### src/rtl/alu_accum_stage.sv
// Accumulator/execute stage fed by the 2:1 operand mux. Applies one of eight
// ops against the internal accumulator and registers result plus flags.
// Shifts run one bit per clock under a two-state FSM; the accumulator is
// exported so it can be fed back into the mux.
module alu_accum_stage #(
  parameter int WIDTH = 8
) (
  input  logic             clk,
  input  logic             reset,
  input  logic             in_valid,
  output logic             in_ready,
  input  logic [2:0]       op,
  input  logic [WIDTH-1:0] operand,
  output logic [WIDTH-1:0] acc,
  output logic             done,
  output logic             carry,
  output logic             ovf,
  output logic             zero
);
  localparam int SW = $clog2(WIDTH);

  localparam logic [2:0] OP_LOAD = 3'b000;
  localparam logic [2:0] OP_ADD  = 3'b001;
  localparam logic [2:0] OP_SUB  = 3'b010;
  localparam logic [2:0] OP_AND  = 3'b011;
  localparam logic [2:0] OP_OR   = 3'b100;
  localparam logic [2:0] OP_XOR  = 3'b101;
  localparam logic [2:0] OP_SHL  = 3'b110;

  typedef enum logic {IDLE, SHIFT} state_t;

  state_t           state_q;
  logic [WIDTH-1:0] acc_q;
  logic [SW-1:0]    cnt_q;
  logic             dir_q;   // 1 = shifting left
  logic             carry_q, ovf_q, zero_q, done_q;

  logic [SW-1:0]    k;
  logic             is_shift;
  logic [WIDTH:0]   sum_d;
  logic [WIDTH-1:0] diff_d;
  logic [WIDTH-1:0] alu_acc_d;
  logic             alu_c_d, alu_v_d;
  logic             shl_d;
  logic [WIDTH-1:0] step_acc_d;
  logic             step_c_d;

  assign k        = operand[SW-1:0];
  assign is_shift = (op[2:1] == 2'b11);

  // Single-cycle ALU result and one-bit shift step, both off the current acc
  always_comb begin
    sum_d     = {1'b0, acc_q} + {1'b0, operand};
    diff_d    = acc_q - operand;
    alu_acc_d = operand;
    alu_c_d   = 1'b0;
    alu_v_d   = 1'b0;
    case (op)
      OP_LOAD: alu_acc_d = operand;
      OP_ADD: begin
        alu_acc_d = sum_d[WIDTH-1:0];
        alu_c_d   = sum_d[WIDTH];
        alu_v_d   = (acc_q[WIDTH-1] == operand[WIDTH-1]) &&
                    (sum_d[WIDTH-1] != acc_q[WIDTH-1]);
      end
      OP_SUB: begin
        alu_acc_d = diff_d;
        alu_c_d   = (acc_q < operand);
        alu_v_d   = (acc_q[WIDTH-1] != operand[WIDTH-1]) &&
                    (diff_d[WIDTH-1] != acc_q[WIDTH-1]);
      end
      OP_AND:  alu_acc_d = acc_q & operand;
      OP_OR:   alu_acc_d = acc_q | operand;
      OP_XOR:  alu_acc_d = acc_q ^ operand;
      default: alu_acc_d = acc_q;
    endcase

    // Direction comes from the op on the accept edge, then from the latched copy
    shl_d      = (state_q == IDLE) ? (op == OP_SHL) : dir_q;
    step_acc_d = shl_d ? {acc_q[WIDTH-2:0], 1'b0} : {1'b0, acc_q[WIDTH-1:1]};
    step_c_d   = shl_d ? acc_q[WIDTH-1] : acc_q[0];
  end

  // FSM, accumulator, flags and done pulse; reset aborts any shift in flight
  always_ff @(posedge clk) begin
    if (reset) begin
      state_q <= IDLE;
      acc_q   <= '0;
      cnt_q   <= '0;
      dir_q   <= 1'b0;
      carry_q <= 1'b0;
      ovf_q   <= 1'b0;
      zero_q  <= 1'b1;
      done_q  <= 1'b0;
    end else begin
      done_q <= 1'b0;
      case (state_q)
        IDLE: begin
          if (in_valid) begin
            if (is_shift) begin
              ovf_q <= 1'b0;
              dir_q <= (op == OP_SHL);
              if (k == '0) begin
                carry_q <= 1'b0;
                done_q  <= 1'b1;
              end else begin
                acc_q   <= step_acc_d;
                carry_q <= step_c_d;
                zero_q  <= (step_acc_d == '0);
                if (k == SW'(1)) begin
                  done_q <= 1'b1;
                end else begin
                  cnt_q   <= k - 1'b1;
                  state_q <= SHIFT;
                end
              end
            end else begin
              acc_q   <= alu_acc_d;
              carry_q <= alu_c_d;
              ovf_q   <= alu_v_d;
              zero_q  <= (alu_acc_d == '0);
              done_q  <= 1'b1;
            end
          end
        end
        SHIFT: begin
          acc_q   <= step_acc_d;
          carry_q <= step_c_d;
          zero_q  <= (step_acc_d == '0);
          cnt_q   <= cnt_q - 1'b1;
          if (cnt_q == SW'(1)) begin
            state_q <= IDLE;
            done_q  <= 1'b1;
          end
        end
        default: state_q <= IDLE;
      endcase
    end
  end

  assign in_ready = (state_q == IDLE);
  assign acc      = acc_q;
  assign carry    = carry_q;
  assign ovf      = ovf_q;
  assign zero     = zero_q;
  assign done     = done_q;
endmodule

### config.mk
export PLATFORM = sky130hd
export DESIGN_NAME = alu_accum_stage
export DESIGN_NICKNAME = d
export VERILOG_FILES = /design/src/rtl/alu_accum_stage.sv
export SDC_FILE = /design/constraint.sdc
export NUM_CORES = 1
export LEC_CHECK = 0
export BUFFER_PORTS_ARGS = -buffer_cell sky130_fd_sc_hd__buf_4
export CAP_MARGIN = 10
export CORE_UTILIZATION = 40
export DETAILED_ROUTE_END_ITERATION = 8
export SLEW_MARGIN = 30
export SYNTH_ARGS = -nofsm -noshare
export SYNTH_HDL_FRONTEND = slang
export SYNTH_SLANG_ARGS = --single-unit
### constraint.sdc
create_clock -name clk -period 6.15 [get_ports clk]
set_input_delay 1.23 -clock clk [delete_from_list [all_inputs] [get_ports clk]]
set_output_delay 1.23 -clock clk [all_outputs]
set_load 0.05 [all_outputs]
# Word level (Yosys, flattened, before mapping)
# Index checks and enable logic that the tools add are counted.
[totals]
regBits = 17
out_inout_bits = 13
[op_classes]
add_sub_neg = 4
n_lt_le_gt_ge = 1
eq_ne = 18
mux = 36
n_bitwise = 4
n_reduce_logical = 10
[op_table]
columns = ["operator", "n"]
rows = [
  ["one-hot mux 8 bit (6 select lines)", 1],
  ["two-way mux 8 bit", 4],
  ["two-way mux 1 bit", 19],
  ["logical NOT 8 bit", 2],
  ["one-hot mux 8 bit (2 select lines)", 1],
  ["two-way mux 3 bit", 4],
  ["one-hot mux 1 bit (2 select lines)", 6],
  ["adder 8 x 8 -> 9 bit", 1],
  ["equality test 3 x 1 -> 1 bit (second input constant)", 3],
  ["equality test 3 bit (second input constant)", 3],
  ["AND 8 bit", 1],
  ["< comparator 8 bit", 1],
  ["bitwise OR 8 bit", 1],
  ["subtractor 8 bit", 1],
  ["bitwise XOR 8 bit", 1],
  ["equality test 3 x 2 -> 1 bit (second input constant)", 2],
  ["logical NOT 3 bit", 2],
  ["!= test 2 bit (second input constant)", 3],
  ["one-hot mux 3 bit (2 select lines)", 1],
  ["subtractor 3 x 1 -> 3 bit (second input constant)", 2],
  ["AND reduction 2 bit", 2],
  ["AND reduction 4 bit", 1],
  ["!= test 1 bit", 3],
  ["!= test 3 bit (second input constant)", 1],
  ["6 further kinds", 7],
]

# Longest topological paths before layout
# Gate-level depths: netlist (run 1).
[logic_depth]
depth_word = 8
ltp_mapped = 10
mapped_depth_nobuf = 10

# Least setup slack after synthesis (run 1)
# Ideal clock, no wire load.
[synth_path]
path_type = "in2reg"
start = "in operand[1]"
end = "reg acc_q[7] (netlist: acc[7])"
setup_ns = 0.086
arrival_ns = 2.970
required_time_ns = 6.064
path_slack_ns = 3.093
path_stages = 9
path_buffers = 0
path_cell_list = "inv_1 ha_1 a211oi_1 nor4_1 nor3_2 mux2_1 o211ai_2 nand3_1 a221oi_2"
[synth_via]
elab_chain_cells = 5
[synth_lines]
columns = ["element", "line", "source"]
rows = [
  ["start: declaration", "13", "input logic [WIDTH-1:0] operand,"],
  ["subtractor 8 bit / adder 8 x 8 -> 9 bit (equally long branches)", "54, 53", ""],
  ["one-hot mux 8 bit (6 select lines)", "58", "case (op)"],
  ["two-way mux 8 bit", "100", "if (is_shift) begin"],
  ["two-way mux 8 bit", "99", "if (in_valid) begin"],
  ["one-hot mux 8 bit (2 select lines)", "97", "case (state_q)"],
  ["end signal: assignment", "107", "acc_q <= step_acc_d;"],
  ["end signal: assignment", "118", "acc_q <= alu_acc_d;"],
  ["end signal: assignment", "127", "acc_q <= step_acc_d;"],
  ["end: declaration", "33", "logic [WIDTH-1:0] acc_q;"],
]
# Several ways; a longest one is shown, not always the timed one. The select of a mux whose other input is x is not followed.
# A chain may end at the register's enable or synchronous reset.

# Worst setup path after layout (run 1)
# Same ends and word-level chain as after synthesis.

==> results of run 1 <==
==> routing by layer <==
| metal | wire (µm) | share of wire [%] |
|---|---|---|
| met1 | 3430 | 49 |
| met2 | 3090 | 44 |
| met3 | 342 | 4.9 |
| met4 | 86 | 1.2 |
| met5 | 0 | 0 |
==> final timing paths <==
kind / to / slack (ns) / start / cells after the start
setup / recovery: acc[7] / 2.80 / operand[1] / 10
setup reg to reg: acc[7] / 3.31 / acc[1] / 9
hold / removal: ovf / 0.49 / ovf / 2
hold reg to reg: ovf / 0.49 / ovf / 2
==> state kept, by name, summed over array words and instances (netlist names) <==
register  count
cnt_q         3
acc           8
ovf           1
dir_q         1
zero          1
carry         1
done          1
state_q       1
==> logic make-up after synthesis <==
kind of cell | count (synthesis) | synth area share, %
xor gates and xnor gates | 10 | 3.71
AOI/OAI and AO/OA | 110 | 31.7
muxes | 5 | 2.28
adders and majority gates | 31 | 17.1
DFF | 17 | 14.4
and+or+nand+nor | 100 | 20.3
buffers and inverters | 46 | 10.4
==> power by group <==
group	internal, mW	switching [mW]	total [mW]
Clock	0.0460	0.0386	0.0846
Combinational	0.0864	0.145	0.231
Sequential	0.119	0.0167	0.136
Total	0.252	0.200	0.452
==> final cells by class <==
| class | count | area (µm²) | area share, % |
|---|---|---|---|
| flip-flops and latches | 17 | 340 | 13.4 |
| well taps | 72 | 90.1 | 3.54 |
| multi-input cells | 256 | 1770 | 69.8 |
| clock buffers | 4 | 45.0 | 1.77 |
| inverters | 26 | 97.6 | 3.84 |
| repair buffers | 26 | 195 | 7.68 |
==> cell usage in the layout (no fill, tap or decap), drive strengths merged, types with 3 or more instances in the layout <==
cell    count
buf        26
xor2        5
o21bai      4
nor4        4
nand3       8
nor3        8
a221o       4
nand2      29
a22oi       4
inv        25
a31oi       3
a221oi      6
o211ai     11
o21ai      25
a211oi      8
ha         29
a21oi      30
mux2        3
xnor2       5
dfxtp      17
and2        4
clkbuf      4
nor2       29
nor2b       6
nand2b      5
==> through the flow <==
stage                     cells  hold WS [ns]  utilization, %  power [mW]  setup WS (ns)
final                       401         0.489            45.3       0.452           2.80
after CTS                   401         0.494            45.3       0.452           2.85
after floorplan             319         0.502               -       0.311           3.09
after global routing        401         0.513            45.3       0.486           2.65
after detailed placement    397         0.485            44.5       0.366           2.59
after global placement      397         0.460            44.5       0.365           2.62
==> worst max-delay path, stage by stage <==
cell and delay (ns):
buf_4 0.14, inv_1 0.16, ha_1 0.29, a211oi_1 0.51
nor4_1 0.15, nor3_2 0.26, mux2_1 0.36, o211ai_2 0.09
nand3_1 0.12, a221oi_2 0.23
==> metrics.md, run 1 <==
| Metric | Value |
|---|---|
| Status | finished, final reports clean |
| Syn Nets | 364 |
| Yosys warning count | 0 |
| Placed Area | 2500 µm² |
| GR Util All Layers | 23.5% |
| Largest net degree at the start of global routing | 31 |
| Syn Area/Cell | 7.40 µm² |
| Post-CTS Resized | 0 |
| Ys flop type | dfxtp_1 |
| Num CTS Buffers | 3 |
| Vias per inst | 5.88 |
| CTS H-tree depth | 1 |
| Final Max Tran Viols | 0 |
| Max Clk Rate | 298 MHz |
| Initial core utilization | 42.1% |
| Per-cell routed wire length | 17.3 µm |
| Filler cell count | 629 |
| Worst Path Required | 6.32 ns |
| CTS hold repair buffers | 0 |
| PD cells | 178 nW/µm² |
| Layout cells sized above 1 | 12.8% |
| Gp weighted congestion | 0.995 |
| Setup crit start kind | input pin |
| VDD IR max | approximately 0.1 mV |
| CTS tree | done |
| Synth Register Bits | 17 |
| Fin. Hold Viols | 0 |
| N_diodes | 0 |
| Final period util | 54.6% |
| Core area | between 5000 and 6000 µm² |
| Worst-path clk slew | 0.07 ns |
| ANT nets after route | 0 |
| Seq/Total Area, Yosys | between 10% and 20% |
| # DRC | 0 |
| Clock Path Buffers | 2 |
| Clock sinks | 17 |
| Vias in the first global route | 2,193 |
| Initial antenna violation count | 0 |
| Post-synth top area share | 15.4% |
| Crit path DAT | 3.53 ns |
| Die area | 6210 µm² |
| Die Ht | 78.8 µm |
| Synth area leader | ha_1 |
| DP HPWL | 5.25 mm |
| Drt pass-1 iters | 4 |
| Met1 Use GR | 35.2% |
| First-pass GRT wire length | 11.4 mm |
| Final #Nets | 375 |
| Port Buffers | 26 |
| Fin area | ~2500 µm² |
| Final setup viols | 0 |
| Synth unique cells | 61 |
| Critical path class | input pin to flop |
| Unrepaired setup endpoints after global routing | false |
| Number of flops mapped to enable cells by yosys | 0 |
| Top Usage Layer GRT | met1 |
| Type of destination of the critical path | flop |
| M3 GR Usage | 3.45% |
| Hold Crit Class | flop to flop |
| # Max-Cap Violations | 0 |
| Vias post-DR | roughly 2,400 |
| Critical Path Fanout Max | 5 |
| Row count | 27 |
| Met2 usage | 34.5% |
| Asr flop ratio synth | 0% |
| Synth top cells by count | 29 x a21oi_1, 29 x ha_1, 29 x nand2_1, 29 x nor2_1 |
| Post-route minimum period | 3.35 ns |
| Area delta synth->final | 7.68% |
| Post-CTS setup buffer count | 0 |
| Worst slew pin tran | 0.634 ns |
| GR Overflow Total | 0 |
| Clk root buf | clkbuf_8 |
| Post-Syn Area | between 2000 and 2500 µm² |
| Leak | approximately 1.0 nW |
| Clk_skew | 0.00551 ns |
| Initial DRC count | 210 |
| # IOs | 27 |
| Top cells by area, synth | ha_1 15%, dfxtp_1 14%, a21oi_1 6.1%, o21ai_0 4.9%, nand2_1 4.6% |
| Cells after synthesis | 319 |
| Worst rel slew slack | approximately 58% |
| Setup TNS | 0 ns |
| Clock Latency Late Sink | 0.25 ns |
| Routed Wire Length | about 7.0 mm |
| Chip width | 78.8 µm |
No activity file was read; power rests on OpenSTA's default activity.
==> run 2, diff against run 1 <==
==> constraint.sdc (replaced) <==
create_clock -name clk -period 3.4 [get_ports clk]
set_input_delay 0.68 -clock clk [delete_from_list [all_inputs] [get_ports clk]]
set_output_delay 0.68 -clock clk [all_outputs]
set_load 0.05 [all_outputs]
==> metrics.md, run 2 (synthesis results as in run 1) <==
| Metric | Value |
|---|---|
| Drt pass-1 iters | 5 (was 4) |
| Post-CTS Resized | 0 (unchanged) |
| Buf+Inv Stages, Crit Path | 1 (was 2) |
| Row count | 27 (unchanged) |
| Initial core utilization | 42.1% (unchanged) |
| # IOs | 27 (unchanged) |
| Die area | 6210 µm² (unchanged) |
| Worst Path Required | 3.57 ns (was 6.32 ns) |
| Max Clk Rate | 354 MHz |
| Clock Path Buffers | 2 (unchanged) |
| Setup TNS | 0 ns (unchanged) |
| CP Depth | 9 (was 10) |
| CTS H-tree depth | 1 (unchanged) |
| Sw power | 359 µW (was 200 µW) |
| Clock sinks | 17 (unchanged) |
| Initial DRC count | 196 (was 210) |
| Seq pwr share | 29.7% (was 30.1%) |
| Fin area | 2560 µm² (was 2540 µm²) |
| PD cells | 319 nW/µm² (was 178 nW/µm²) |
| Unrepaired setup endpoints after global routing | false (unchanged) |
| Setup crit start kind | flop (was input pin) |
| R2R depth | 9 (unchanged) |
| Max reg flops | 8 (unchanged) |
| Layout cells sized above 1 | 13.3% (was 12.8%) |
| # DRC | 0 (unchanged) |
| Worst rel slew slack | 60.5% (was 57.6%) |
| Most frequent cells in the layout | 29 x nand2_1, 29 x nor2_1, 29 x a21oi_1, 29 x ha_1, 28 x buf_4 (was 29 x nand2_1, 29 x nor2_1, 29 x a21oi_1, 29 x ha_1, 26 x buf_4) |
| Max layer used | met4 (unchanged) |
| Critical path cell sequence | inv_1 > ha_1 > a211oi_1 > nor4_1 > nor3_2 > mux2_1 > o211ai_2 > nand3_1 > a221oi_2 (was buf_4 > inv_1 > ha_1 > a211oi_1 > nor4_1 > nor3_2 > mux2_1 > o211ai_2 > nand3_1 > a221oi_2) |
| VDD IR max | 0.137 mV (was 0.0992 mV) |
| Crit path DAT | 2.99 ns (was 3.53 ns) |
| Routed Wire Length | 6.76 mm (was 6.95 mm) |
| Fin. Hold Viols | 0 (unchanged) |
| Final setup viols | 0 (unchanged) |
| CP peak stage delay | 0.54 ns (was 0.51 ns) |
| Power share of the clock group | 18.6% (was 18.7%) |
| Area delta synth->final | 8.32% (was 7.68%) |
| Leak | 1.05 nW (was 1.04 nW) |
| Filler cell count | 599 (was 629) |
| Final Max Tran Viols | 0 (unchanged) |
| Critical path class | flop to flop (was input pin to flop) |
| Clock Latency Late Sink | 0.25 ns (about the same) |
| Clk_skew | 0.00554 ns (was 0.00551 ns) |
| Post-CTS setup buffer count | 0 (unchanged) |
| Final #Nets | 377 (was 375) |
| CTS hold repair buffers | 0 (unchanged) |
| CP max-delay cell | dfxtp_1 (was a211oi_1) |
| Hold WS | 0.475 ns (was 0.489 ns) |
| N_diodes | 0 (unchanged) |
| # Max-Cap Violations | 0 (unchanged) |
| First-pass GRT wire length | 10.8 mm (was 11.4 mm) |
| Final period util | 83.0% |
| Fin util | 45.6% (was 45.3%) |
| Met3 wire len | 396 µm (was 342 µm) |
| Logic pwr share | 51.7% (was 51.1%) |
| Vias in the first global route | 2,093 (was 2,193) |
| Port Buffers | 26 (unchanged) |
| DP Worst Slack | 0.447 ns (was 2.59 ns) |
| Worst slew pin tran | 0.592 ns (was 0.634 ns) |
| Die Ht | 78.8 µm (unchanged) |
| ANT nets after route | 0 (unchanged) |
| Initial antenna violation count | 0 (unchanged) |
| DR WL met2 | 2.95 mm (was 3.09 mm) |
| Clk root buf | clkbuf_8 (unchanged) |
| Post-route setup slack | 0.579 ns (was 2.80 ns) |
| Chip width | 78.8 µm (unchanged) |
| Per-cell routed wire length | 16.8 µm (was 17.3 µm) |
| Status | finished, final reports clean (unchanged) |
| Placed cell count | 399 (was 397) |
| Largest net degree at the start of global routing | 31 (unchanged) |
| Min-Delay Path Depth | 2 (unchanged) |
| Hold Crit Class | flop to flop (unchanged) |
| Type of destination of the critical path | flop (unchanged) |
| Layout Cells excl Fill | 403 (was 401) |
| Post-route minimum period | around 2.8 ns |
| Core area | 5610 µm² (unchanged) |
| Final total power | 816 µW (was 452 µW) |
| Critical Path Fanout Max | 9 (was 5) |
| GR Util All Layers | 22.2% (was 23.5%) |
| GR Overflow Total | 0 (unchanged) |
| Delay-heaviest family, CP | compound AO/OA/AOI/OAI gates (unchanged) |
| Reg-to-reg slack, setup | 0.58 ns (was 3.31 ns) |
| DP HPWL | 5.15 mm (was 5.25 mm) |
| Switching Share | 44.0% (was 44.3%) |
| Internal | 457 µW (was 252 µW) |
| Met1 wire length | 3.36 mm (was 3.43 mm) |
| Gp weighted congestion | 0.960 (was 0.995) |
| Worst-path clk slew | 0.07 ns (about the same) |
| Num CTS Buffers | 3 (unchanged) |
| Vias per inst | 5.84 (was 5.88) |
| Placed Area | 2510 µm² (was 2500 µm²) |
| CTS tree | done (unchanged) |
| Vias post-DR | 2,352 (was 2,358) |
run 2: cell count changes in the layout (fill, tap and decap cells not counted):
| cell | change |
|---|---|
| buf_4 | +2 |
run 2: final timing paths:
path | from | to
setup / recovery | acc[1] | acc[7]
hold reg to reg | ovf | ovf
hold / removal | ovf | ovf
setup reg to reg | acc[1] | acc[7]
run 2: metal layers:
metal | GRT usage, % | up-vias
li1 | - | 1175
met1 | 33.5 | 1079
met2 | 34.3 | 92
met3 | 2.76 | 6
met5 | 0 | -
met4 | 2.55 | 0
run 2: power by group through the flow:
stage / clock network, mW / logic, mW / registers (mW)
2_1_floorplan: 0 / 0.281 / 0.281
3_3_place_gp: 0 / 0.417 / 0.247
3_5_place_dp: 0 / 0.416 / 0.247
4_1_cts: 0.156 / 0.417 / 0.242
5_1_grt: 0.166 / 0.462 / 0.246
6_report: 0.152 / 0.422 / 0.243
run 2: final cells by class:
cell class              instances  area [µm²]  share of cell area (%)
clock buffers                   4        45.0                    1.76
inverters                      26        97.6                    3.82
flip-flops and latches         17         340                    13.3
repair buffers                 28         210                    8.22
multi-input cells             256        1770                    69.4
well taps                      72        90.1                    3.52
run 2: worst register-to-register path, stage by stage (launching register included):
cell and delay [ns]:
dfxtp_1 0.54, inv_1 0.19, ha_1 0.34, a211oi_1 0.45, nor4_1 0.15, nor3_2 0.26, mux2_1 0.37, o211ai_2 0.09
nand3_1 0.12, a221oi_2 0.23
